--- config.mk ---
export PLATFORM = sky130hd
export DESIGN_NAME = instr_encoder
export DESIGN_NICKNAME = d
export VERILOG_FILES = /design/src/rtl/instr_pkg.sv /design/src/rtl/instr_pack.sv /design/src/rtl/instr_encoder.sv
export SDC_FILE = /design/constraint.sdc
export NUM_CORES = 1
export LEC_CHECK = 0
export CAP_MARGIN = 20
export CORE_UTILIZATION = 43
export CTS_CLUSTER_SIZE = 10
export DETAILED_ROUTE_END_ITERATION = 10
export PLACE_DENSITY = 0.77
export SKIP_CTS_REPAIR_TIMING = 1
export SLEW_MARGIN = 20
export SYNTH_ARGS = -nofsm -noshare
export SYNTH_HDL_FRONTEND = slang
export SYNTH_SLANG_ARGS = --single-unit
--- constraint.sdc ---
create_clock -name clk -period 2.5 [get_ports clk]
set_input_delay 0.75 -clock clk [delete_from_list [all_inputs] [get_ports clk]]
set_output_delay 0.75 -clock clk [all_outputs]
set_load 0.02 [all_outputs]
--- src/rtl/instr_pkg.sv ---
// Shared types for the RV32I instruction encoder: format codes, opcodes,
// the decoded input record and the output-buffer occupancy states.
package instr_pkg;

    typedef enum logic [2:0] {
        FMT_R = 3'b000,
        FMT_I = 3'b001,
        FMT_S = 3'b010,
        FMT_B = 3'b011,
        FMT_J = 3'b100,
        FMT_U = 3'b101
    } fmt_e;

    localparam logic [6:0] OP_R   = 7'b0110011;
    localparam logic [6:0] OP_I   = 7'b0010011;
    localparam logic [6:0] OP_LW  = 7'b0000011;
    localparam logic [6:0] OP_SW  = 7'b0100011;
    localparam logic [6:0] OP_BEQ = 7'b1100011;
    localparam logic [6:0] OP_JAL = 7'b1101111;
    localparam logic [6:0] OP_LUI = 7'b0110111;

    // fmt is kept as raw bits so the illegal codes 110/111 stay representable
    typedef struct packed {
        logic [2:0]  fmt;
        logic [6:0]  op;
        logic [4:0]  rd;
        logic [4:0]  rs1;
        logic [4:0]  rs2;
        logic [2:0]  funct3;
        logic [6:0]  funct7;
        logic [31:0] imm;
    } instr_rec_t;

    typedef enum logic [1:0] {
        OCC_EMPTY = 2'd0,
        OCC_ONE   = 2'd1,
        OCC_TWO   = 2'd2
    } occ_e;

    // True when v is the sign extension of its low n bits.
    function automatic logic sext_fits(input logic [31:0] v, input int n);
        logic signed [31:0] t;
        t = $signed(v << (32 - n)) >>> (32 - n);
        return (t == $signed(v));
    endfunction

endpackage

--- src/rtl/instr_pack.sv ---
// Combinational RV32I field packer. With INSTR_ENCODER_RANGE_CHECK_EN defined,
// immediates that do not fit their format also raise err (word still packed).
module instr_pack
    import instr_pkg::*;
(
    input  instr_rec_t  rec,
    output logic [31:0] word,
    output logic        err
);

    logic illegal;
    logic range_err;

    always_comb begin
        word    = 32'h0;
        illegal = 1'b0;
        case (rec.fmt)
            FMT_R: word = {rec.funct7, rec.rs2, rec.rs1, rec.funct3, rec.rd, rec.op};
            FMT_I: word = {rec.imm[11:0], rec.rs1, rec.funct3, rec.rd, rec.op};
            FMT_S: word = {rec.imm[11:5], rec.rs2, rec.rs1, rec.funct3, rec.imm[4:0], rec.op};
            FMT_B: word = {rec.imm[12], rec.imm[10:5], rec.rs2, rec.rs1, rec.funct3,
                           rec.imm[4:1], rec.imm[11], rec.op};
            FMT_J: word = {rec.imm[20], rec.imm[10:1], rec.imm[11], rec.imm[19:12],
                           rec.rd, rec.op};
            FMT_U: word = {rec.imm[31:12], rec.rd, rec.op};
            default: illegal = 1'b1;
        endcase
    end

`ifdef INSTR_ENCODER_RANGE_CHECK_EN
    always_comb begin
        range_err = 1'b0;
        case (rec.fmt)
            FMT_I, FMT_S: range_err = !sext_fits(rec.imm, 12);
            FMT_B:        range_err = !sext_fits(rec.imm, 13) || rec.imm[0];
            FMT_J:        range_err = !sext_fits(rec.imm, 21) || rec.imm[0];
            FMT_U:        range_err = |rec.imm[11:0];
            default:      range_err = 1'b0;
        endcase
    end
`else
    assign range_err = 1'b0;
`endif

    assign err = illegal | range_err;

endmodule

--- src/rtl/instr_encoder.sv ---
// RV32I instruction encoder with a 1- or 2-entry elastic output buffer.
// Optional immediate range checking is enabled by INSTR_ENCODER_RANGE_CHECK_EN.
//
// state     | meaning
// ----------|------------------------------------------
// OCC_EMPTY | no word buffered, out_valid low
// OCC_ONE   | head entry valid, input still accepted
// OCC_TWO   | head and tail valid, in_ready low
module instr_encoder
    import instr_pkg::*;
#(
    parameter int XLEN  = 32,
    parameter int DEPTH = 2
) (
    input  logic            clk,
    input  logic            reset,
    input  logic            in_valid,
    output logic            in_ready,
    input  logic [2:0]      in_fmt,
    input  logic [6:0]      in_op,
    input  logic [4:0]      in_rd,
    input  logic [4:0]      in_rs1,
    input  logic [4:0]      in_rs2,
    input  logic [2:0]      in_funct3,
    input  logic [6:0]      in_funct7,
    input  logic [XLEN-1:0] in_imm,
    output logic            out_valid,
    input  logic            out_ready,
    output logic [31:0]     out_word,
    output logic            out_err,
    output logic            busy
);

    instr_rec_t  rec;
    logic [31:0] pack_word;
    logic        pack_err;

    assign rec = '{fmt: in_fmt, op: in_op, rd: in_rd, rs1: in_rs1, rs2: in_rs2,
                   funct3: in_funct3, funct7: in_funct7, imm: in_imm};

    instr_pack u_pack (
        .rec  (rec),
        .word (pack_word),
        .err  (pack_err)
    );

    if (DEPTH == 1) begin : g_depth1
        logic        valid_q, valid_d;
        logic [31:0] word_q, word_d;
        logic        err_q, err_d;
        logic        ready;
        logic        push;

        // ready passes out_ready straight through so a full register can reload
        assign ready = !valid_q || out_ready;
        assign push  = in_valid && ready;

        always_comb begin
            valid_d = valid_q;
            word_d  = word_q;
            err_d   = err_q;
            if (push) begin
                valid_d = 1'b1;
                word_d  = pack_word;
                err_d   = pack_err;
            end else if (out_ready) begin
                valid_d = 1'b0;
            end
        end

        always_ff @(posedge clk or posedge reset) begin
            if (reset) begin
                valid_q <= 1'b0;
                word_q  <= 32'h0;
                err_q   <= 1'b0;
            end else begin
                valid_q <= valid_d;
                word_q  <= word_d;
                err_q   <= err_d;
            end
        end

        assign in_ready  = ready;
        assign out_valid = valid_q;
        assign out_word  = word_q;
        assign out_err   = err_q;
        assign busy      = valid_q;
    end else begin : g_depth2
        occ_e        state_q, state_d;
        logic [31:0] head_word_q, head_word_d;
        logic [31:0] tail_word_q, tail_word_d;
        logic        head_err_q, head_err_d;
        logic        tail_err_q, tail_err_d;
        logic        in_ready_q, in_ready_d;
        logic        out_valid_q, out_valid_d;
        logic        push;
        logic        pop;

        assign push = in_valid && in_ready_q;
        assign pop  = out_valid_q && out_ready;

        always_comb begin
            state_d     = state_q;
            head_word_d = head_word_q;
            head_err_d  = head_err_q;
            tail_word_d = tail_word_q;
            tail_err_d  = tail_err_q;
            case (state_q)
                OCC_EMPTY: begin
                    if (push) begin
                        head_word_d = pack_word;
                        head_err_d  = pack_err;
                        state_d     = OCC_ONE;
                    end
                end
                OCC_ONE: begin
                    if (push && pop) begin
                        head_word_d = pack_word;
                        head_err_d  = pack_err;
                    end else if (push) begin
                        tail_word_d = pack_word;
                        tail_err_d  = pack_err;
                        state_d     = OCC_TWO;
                    end else if (pop) begin
                        state_d     = OCC_EMPTY;
                    end
                end
                OCC_TWO: begin
                    if (pop) begin
                        head_word_d = tail_word_q;
                        head_err_d  = tail_err_q;
                        state_d     = OCC_ONE;
                    end
                end
                default: state_d = OCC_EMPTY;
            endcase
            in_ready_d  = (state_d != OCC_TWO);
            out_valid_d = (state_d != OCC_EMPTY);
        end

        always_ff @(posedge clk or posedge reset) begin
            if (reset) begin
                state_q     <= OCC_EMPTY;
                head_word_q <= 32'h0;
                head_err_q  <= 1'b0;
                tail_word_q <= 32'h0;
                tail_err_q  <= 1'b0;
                in_ready_q  <= 1'b1;
                out_valid_q <= 1'b0;
            end else begin
                state_q     <= state_d;
                head_word_q <= head_word_d;
                head_err_q  <= head_err_d;
                tail_word_q <= tail_word_d;
                tail_err_q  <= tail_err_d;
                in_ready_q  <= in_ready_d;
                out_valid_q <= out_valid_d;
            end
        end

        assign in_ready  = in_ready_q;
        assign out_valid = out_valid_q;
        assign out_word  = head_word_q;
        assign out_err   = head_err_q;
        assign busy      = out_valid_q;
    end

endmodule

After elaboration in Yosys (flattened, before gate mapping)
Cells that the tools add are included.
{"block": "classes", "mux": 16, "n_eq_ne": 11, "n_div": 0, "n_bitwise": 1, "shifts": 0, "n_addsub": 0, "n_reduce_logical": 10, "magnitude_cmp": 0, "mul": 0}
{"op": "$pmux W32 S6", "count": 1}
{"op": "$mux W32", "count": 3}
{"op": "$pmux W32 S3", "count": 1}
{"op": "$mux W2", "count": 5}
{"op": "$ne A2 B2 Y1 const B", "count": 4}
{"op": "$eq A3 B2 Y1 const B", "count": 2}
{"op": "$eq A3 B3 Y1 const B", "count": 2}
{"op": "$pmux W2 S3", "count": 1}
{"op": "$reduce_or A6 Y1", "count": 1}
{"op": "$mux W1", "count": 4}
{"op": "$reduce_and A4 Y1", "count": 1}
{"op": "$eq A3 B1 Y1 const B", "count": 1}
{"op": "$logic_and A1 B1 Y1", "count": 3}
{"op": "$logic_not A3 Y1", "count": 1}
{"op": "$pmux W1 S3", "count": 1}
{"op": "$reduce_and A3 Y1", "count": 1}
{"op": "$reduce_bool A3 Y1", "count": 1}
{"op": "$eq A2 B1 Y1 const B", "count": 1}
{"op": "$eq A2 B2 Y1 const B", "count": 1}
{"op": "$logic_not A2 Y1", "count": 1}
{"op": "$reduce_bool A2 Y1", "count": 1}
{"op": "$not A1 Y1", "count": 1}
{"block": "word_totals", "wordCells": 45, "out_inout_bits": 36, "romBits": 0, "n_memories": 0, "ff_bits": 70, "mem_bits_rw": 0, "in_bits": 71, "latch_bits": 0}

Logic depth before layout (Yosys ltp)
{"block": "logic_depth", "ltp_word": 6, "mapped_depth": 6, "ltp_nobuf": 4}

Modules after synthesis
From an unflattened synthesis, not the netlist that was laid out.
{"block": "hier_totals", "hier_cells": 311, "hier_area_um2": 3951.3}
{"mod": "instr_encoder", "instances": 1, "area_each_um2": 3179.3, "seq_area_each_um2": 1752.9, "cells_each": 197}
{"mod": "instr_pack", "instances": 1, "area_each_um2": 772.0, "seq_area_each_um2": 0.0, "cells_each": 114}

Worst setup path before layout
Ideal clock, no wire load.
{"block": "synth_path", "path_kind": "input to register", "from": "input port in_fmt[2]", "to": "register g_depth2.head_word_q[27], in the netlist out_word[27]", "path_buffers": 2, "cell_stages": 5, "setup_slack_ps": 534, "setup_ps": 142, "arrival_ps": 1824, "path_cell_list": "buf_4 buf_2 mux2_2 a222oi_1 a211oi_1"}
{"block": "synth_via", "elab_chain_len": 4, "elab_cells_between_ends": 10, "classes_between": "5 x eq/ne; 4 x mux; 1 x reduce/logical"}
{"item": "from (decl)", "line_no": "instr_encoder.sv:19", "source": "input logic [2:0] in_fmt,"}
{"item": "$eq A3 B3 Y1 (tied with other cells)", "line_no": "instr_pack.sv:17", "source": "case (rec.fmt)"}
{"item": "$pmux W32 S6 (*)", "line_no": "instr_pack.sv:17"}
{"item": "$mux W32 (on tied branches)", "line_no": "instr_encoder.sv:117, instr_encoder.sv:110"}
{"item": "$pmux W32 S3 (*)", "line_no": "instr_encoder.sv:108", "source": "case (state_q)"}
{"item": "to (signal assigned)", "line_no": "instr_encoder.sv:152", "source": "head_word_q <= head_word_d;"}
{"item": "to (decl)", "line_no": "instr_encoder.sv:90", "source": "logic [31:0] head_word_q, head_word_d;"}
Mark *: on every way between the ends. The rest lies on a longest branch, timed or not. The select of a mux whose other input is x is not followed.
A chain may end at the register's enable or synchronous reset.

Worst setup path in the final report
{"block": "layout_path", "from": "input port in_fmt[1]", "to": "register g_depth2.head_word_q[25], in the netlist out_word[25]"}
Same word-level chain as after synthesis.

==> run_results.csv <==
group,metric,value,unit
run_status,status,"completed",
pwr,vdd_drop_max,0.556,mV
global_routing,grt_pass1_wl,15300,µm
layout,fin_nets,550,
synth,synthArstFlopShare,100,%
global_routing,met3_usage,5.88,%
synth,yosysWarnings,0,
global_routing,gr-usage-all-layers,22.3,%
pwr,power_leakage,2.22,nW
synth,synth_area,0.00369,mm²
detailed_routing,drt_wl_total,9360,µm
global_routing,busiest_layer,"met2",
sta,worst_pin_slew,0.744,ns
global_routing,use_met2,34.7,%
critical_path,required,2.79,ns
synth,synth_ff_type,"dfrtp_1",
layout,layout_common_cells,"clkdlybuf4s50_1, dfrtp_1, nand2_1, mux2_2, nor2_1",
clock_tree,clk_pin_slew,0.08,ns
sta,drv_slew,0,
min_path,min_path_cells,2,
synth,ys_ff_latch,70,
synth,synth_edf_count,0,
global_routing,grt_pass1_vias,3153,
clock_tree,clock-sinks,70,
sta,setup_viol,0,
die,io_pins,107,
detailed_routing,drt_iter0_drc,165,
layout,fillerInstances,711,
clock_tree,cts_tree,"done",
pwr,p_total,5.51,mW
min_path,hp-class,"register to register",
global_routing,grtUsageMet1,29.9,%
die,die_w,94.7,µm
die,dieArea,0.00896,mm²
job,drv_cap,0,
placed_design,dpl.hpwl,6720,µm
clock_tree,clkLatencyLatePin,0.35,ns
detailed_routing,ant_nets,0,
layout,layout-drive-gt1-share,16.9,%
clock_tree,clk_path_buf_depth,2,
critical_path,reg2regPathDepth,4,
synth,yosysUniqueCellTypes,42,
sta,hold_violations,0,
placed_design,dp.cells,573,
synth,ys_seq_area_share,47.5,%
die,coreArea,0.00826,mm²
sta,rsz0062_at_grt,"false",
sta,fin_crit,2.40,ns
detailed_routing,wire_per_inst,15.9,µm
clock_tree,h-tree-depth,3,
critical_path,cp-end-kind,"register",
critical_path,cp-start-kind,"primary input",
global_routing,grt_overflow,0,
synth,synth_area_per_cell,9.88,µm²
clock_tree,cts_buffers,9,
critical_path,path_class,"primary input to register",
pwr,powerDensity,1090,mW/mm²
sta,finClkSkew,0.0120,ns
sta,fmax,418,MHz
layout,stdcell_count,589,
layout,area_growth,37.3,%
layout,multi_input_area,0.00174,mm²
global_routing,grt_antenna_before_repair,0,
detailed_routing,drtPass1Iterations,5,
die,chipHeight,94.7,µm
die,num_rows,33,
detailed_routing,vias,3217,
detailed_routing,vias_per_cell,5.46,
synth,synth_cells,374,
placed_design,gp_congestion,0.809,
synth,synth_nets,445,
layout,regArea,0.00175,mm²
critical_path,worst_ep_arrival_time,2.68,ns
global_routing,grt_max_degree,71,
sta,slew_headroom,50.2,%
layout,fin_util,61.4,%
critical_path,rrSetupSlack,0.81,ns
layout,final_common_cell,"clkdlybuf4s50_1",
detailed_routing,drc,0,
clock_tree,cts-root-buf,"clkbuf_8",
layout,antenna_cells,0,
die,initial_utilization,44.7,%
critical_path,cp_max_fo,10,
placed_design,port_buffers,106,
sta,fin_crit_sh,95.8,%
## layer usage
layer	wire, µm	vias up
met5	0	-
met3	647	10
met4	116	0
met1	4110	1542
met2	4490	102
li1	-	1563
## metrics by stage
step	TNS (ns)	cell area (µm²)	hold WS, ns	setup slack, ns
global route	0	5070	0.500	0.0587
floorplan	0	3700	0.450	0.534
global placement	-4.44	4880	0.459	-0.270
CTS	0	5070	0.485	0.00268
finish	0	5070	0.482	0.105
detailed placement	-5.78	4880	0.466	-0.354
## logic make-up (layout without fill, tap and decap cells)
logic type	after synthesis	count (layout)	share of synthesized area (%)
muxes	39	39	11.8
buffers and inverters	34	144	5.39
DFF	70	70	47.5
and+or+nand+nor	121	121	16.1
AOI/OAI and AO/OA	110	110	19.3
## worst max-delay path, cell delays in order
cell and delay, ns:
clkdlybuf4s50_1 0.49, buf_4 0.20, nor2_1 0.57, a22oi_1 0.24, a31oi_1 0.24, mux2_2 0.19
## sequential cells by signal, indices dropped and copies added (netlist names)
register and flops:
g_depth2.tail_word_q 32, out_word 32, g_depth2.state_q 2, busy 1
g_depth2.tail_err_q 1, in_ready 1, out_err 1
## cells in the mapped netlist (2+ instances only)
library cell | n | area (µm²)
a222oi_1 | 4 | 40.0
clkbuf_1 | 12 | 45.0
a31oi_1 | 6 | 37.5
mux2_2 | 31 | 349
nand2_1 | 49 | 184
nand2b_1 | 2 | 12.5
o21ai_1 | 21 | 105
a211oi_1 | 10 | 75.1
inv_1 | 3 | 11.3
a22oi_1 | 10 | 75.1
nand3_1 | 6 | 30.0
dfrtp_1 | 69 | 1730
and3b_1 | 6 | 52.6
a22o_1 | 5 | 43.8
o21ai_0 | 14 | 70.1
mux2i_1 | 7 | 70.1
and3_1 | 8 | 50.1
a21oi_1 | 21 | 105
buf_2 | 9 | 45.0
o31ai_1 | 4 | 30.0
buf_6 | 7 | 78.8
nor3_1 | 4 | 20.0
a21o_1 | 2 | 15.0
o21ai_2 | 9 | 78.8
nor2b_1 | 10 | 62.6
nor4_1 | 4 | 25.0
nor2_1 | 25 | 93.8
buf_4 | 2 | 15.0
## cell type report
| cell class | instances | share of cell area, % |
|---|---|---|
| Inverter | 4 | 0.370 |
| Clock inverter | 5 | 1.18 |
| Multi-Input combinational cell | 270 | 34.4 |
| Sequential cell | 70 | 34.6 |
| Tap cell | 105 | 2.59 |
| Timing Repair Buffer | 124 | 24.3 |
| Clock buffer | 11 | 2.59 |
## power by group
| part | switching, mW | internal [mW] | total, mW |
|---|---|---|---|
| Clock | 0.430 | 0.463 | 0.893 |
| Sequential | 0.293 | 1.66 | 1.96 |
| Combinational | 1.34 | 1.33 | 2.67 |
## worst paths after layout
check,startpoint,endpoint
min in group asynchronous,reset,out_word[6]
setup / recovery,in_fmt[1],out_word[25]
hold reg to reg,g_depth2.tail_word_q[6],g_depth2.tail_word_q[6]
hold / removal,g_depth2.tail_word_q[6],g_depth2.tail_word_q[6]
max in group asynchronous,reset,in_ready
setup reg to reg,in_ready,out_word[25]
Power figures use the tool's default switching activity.
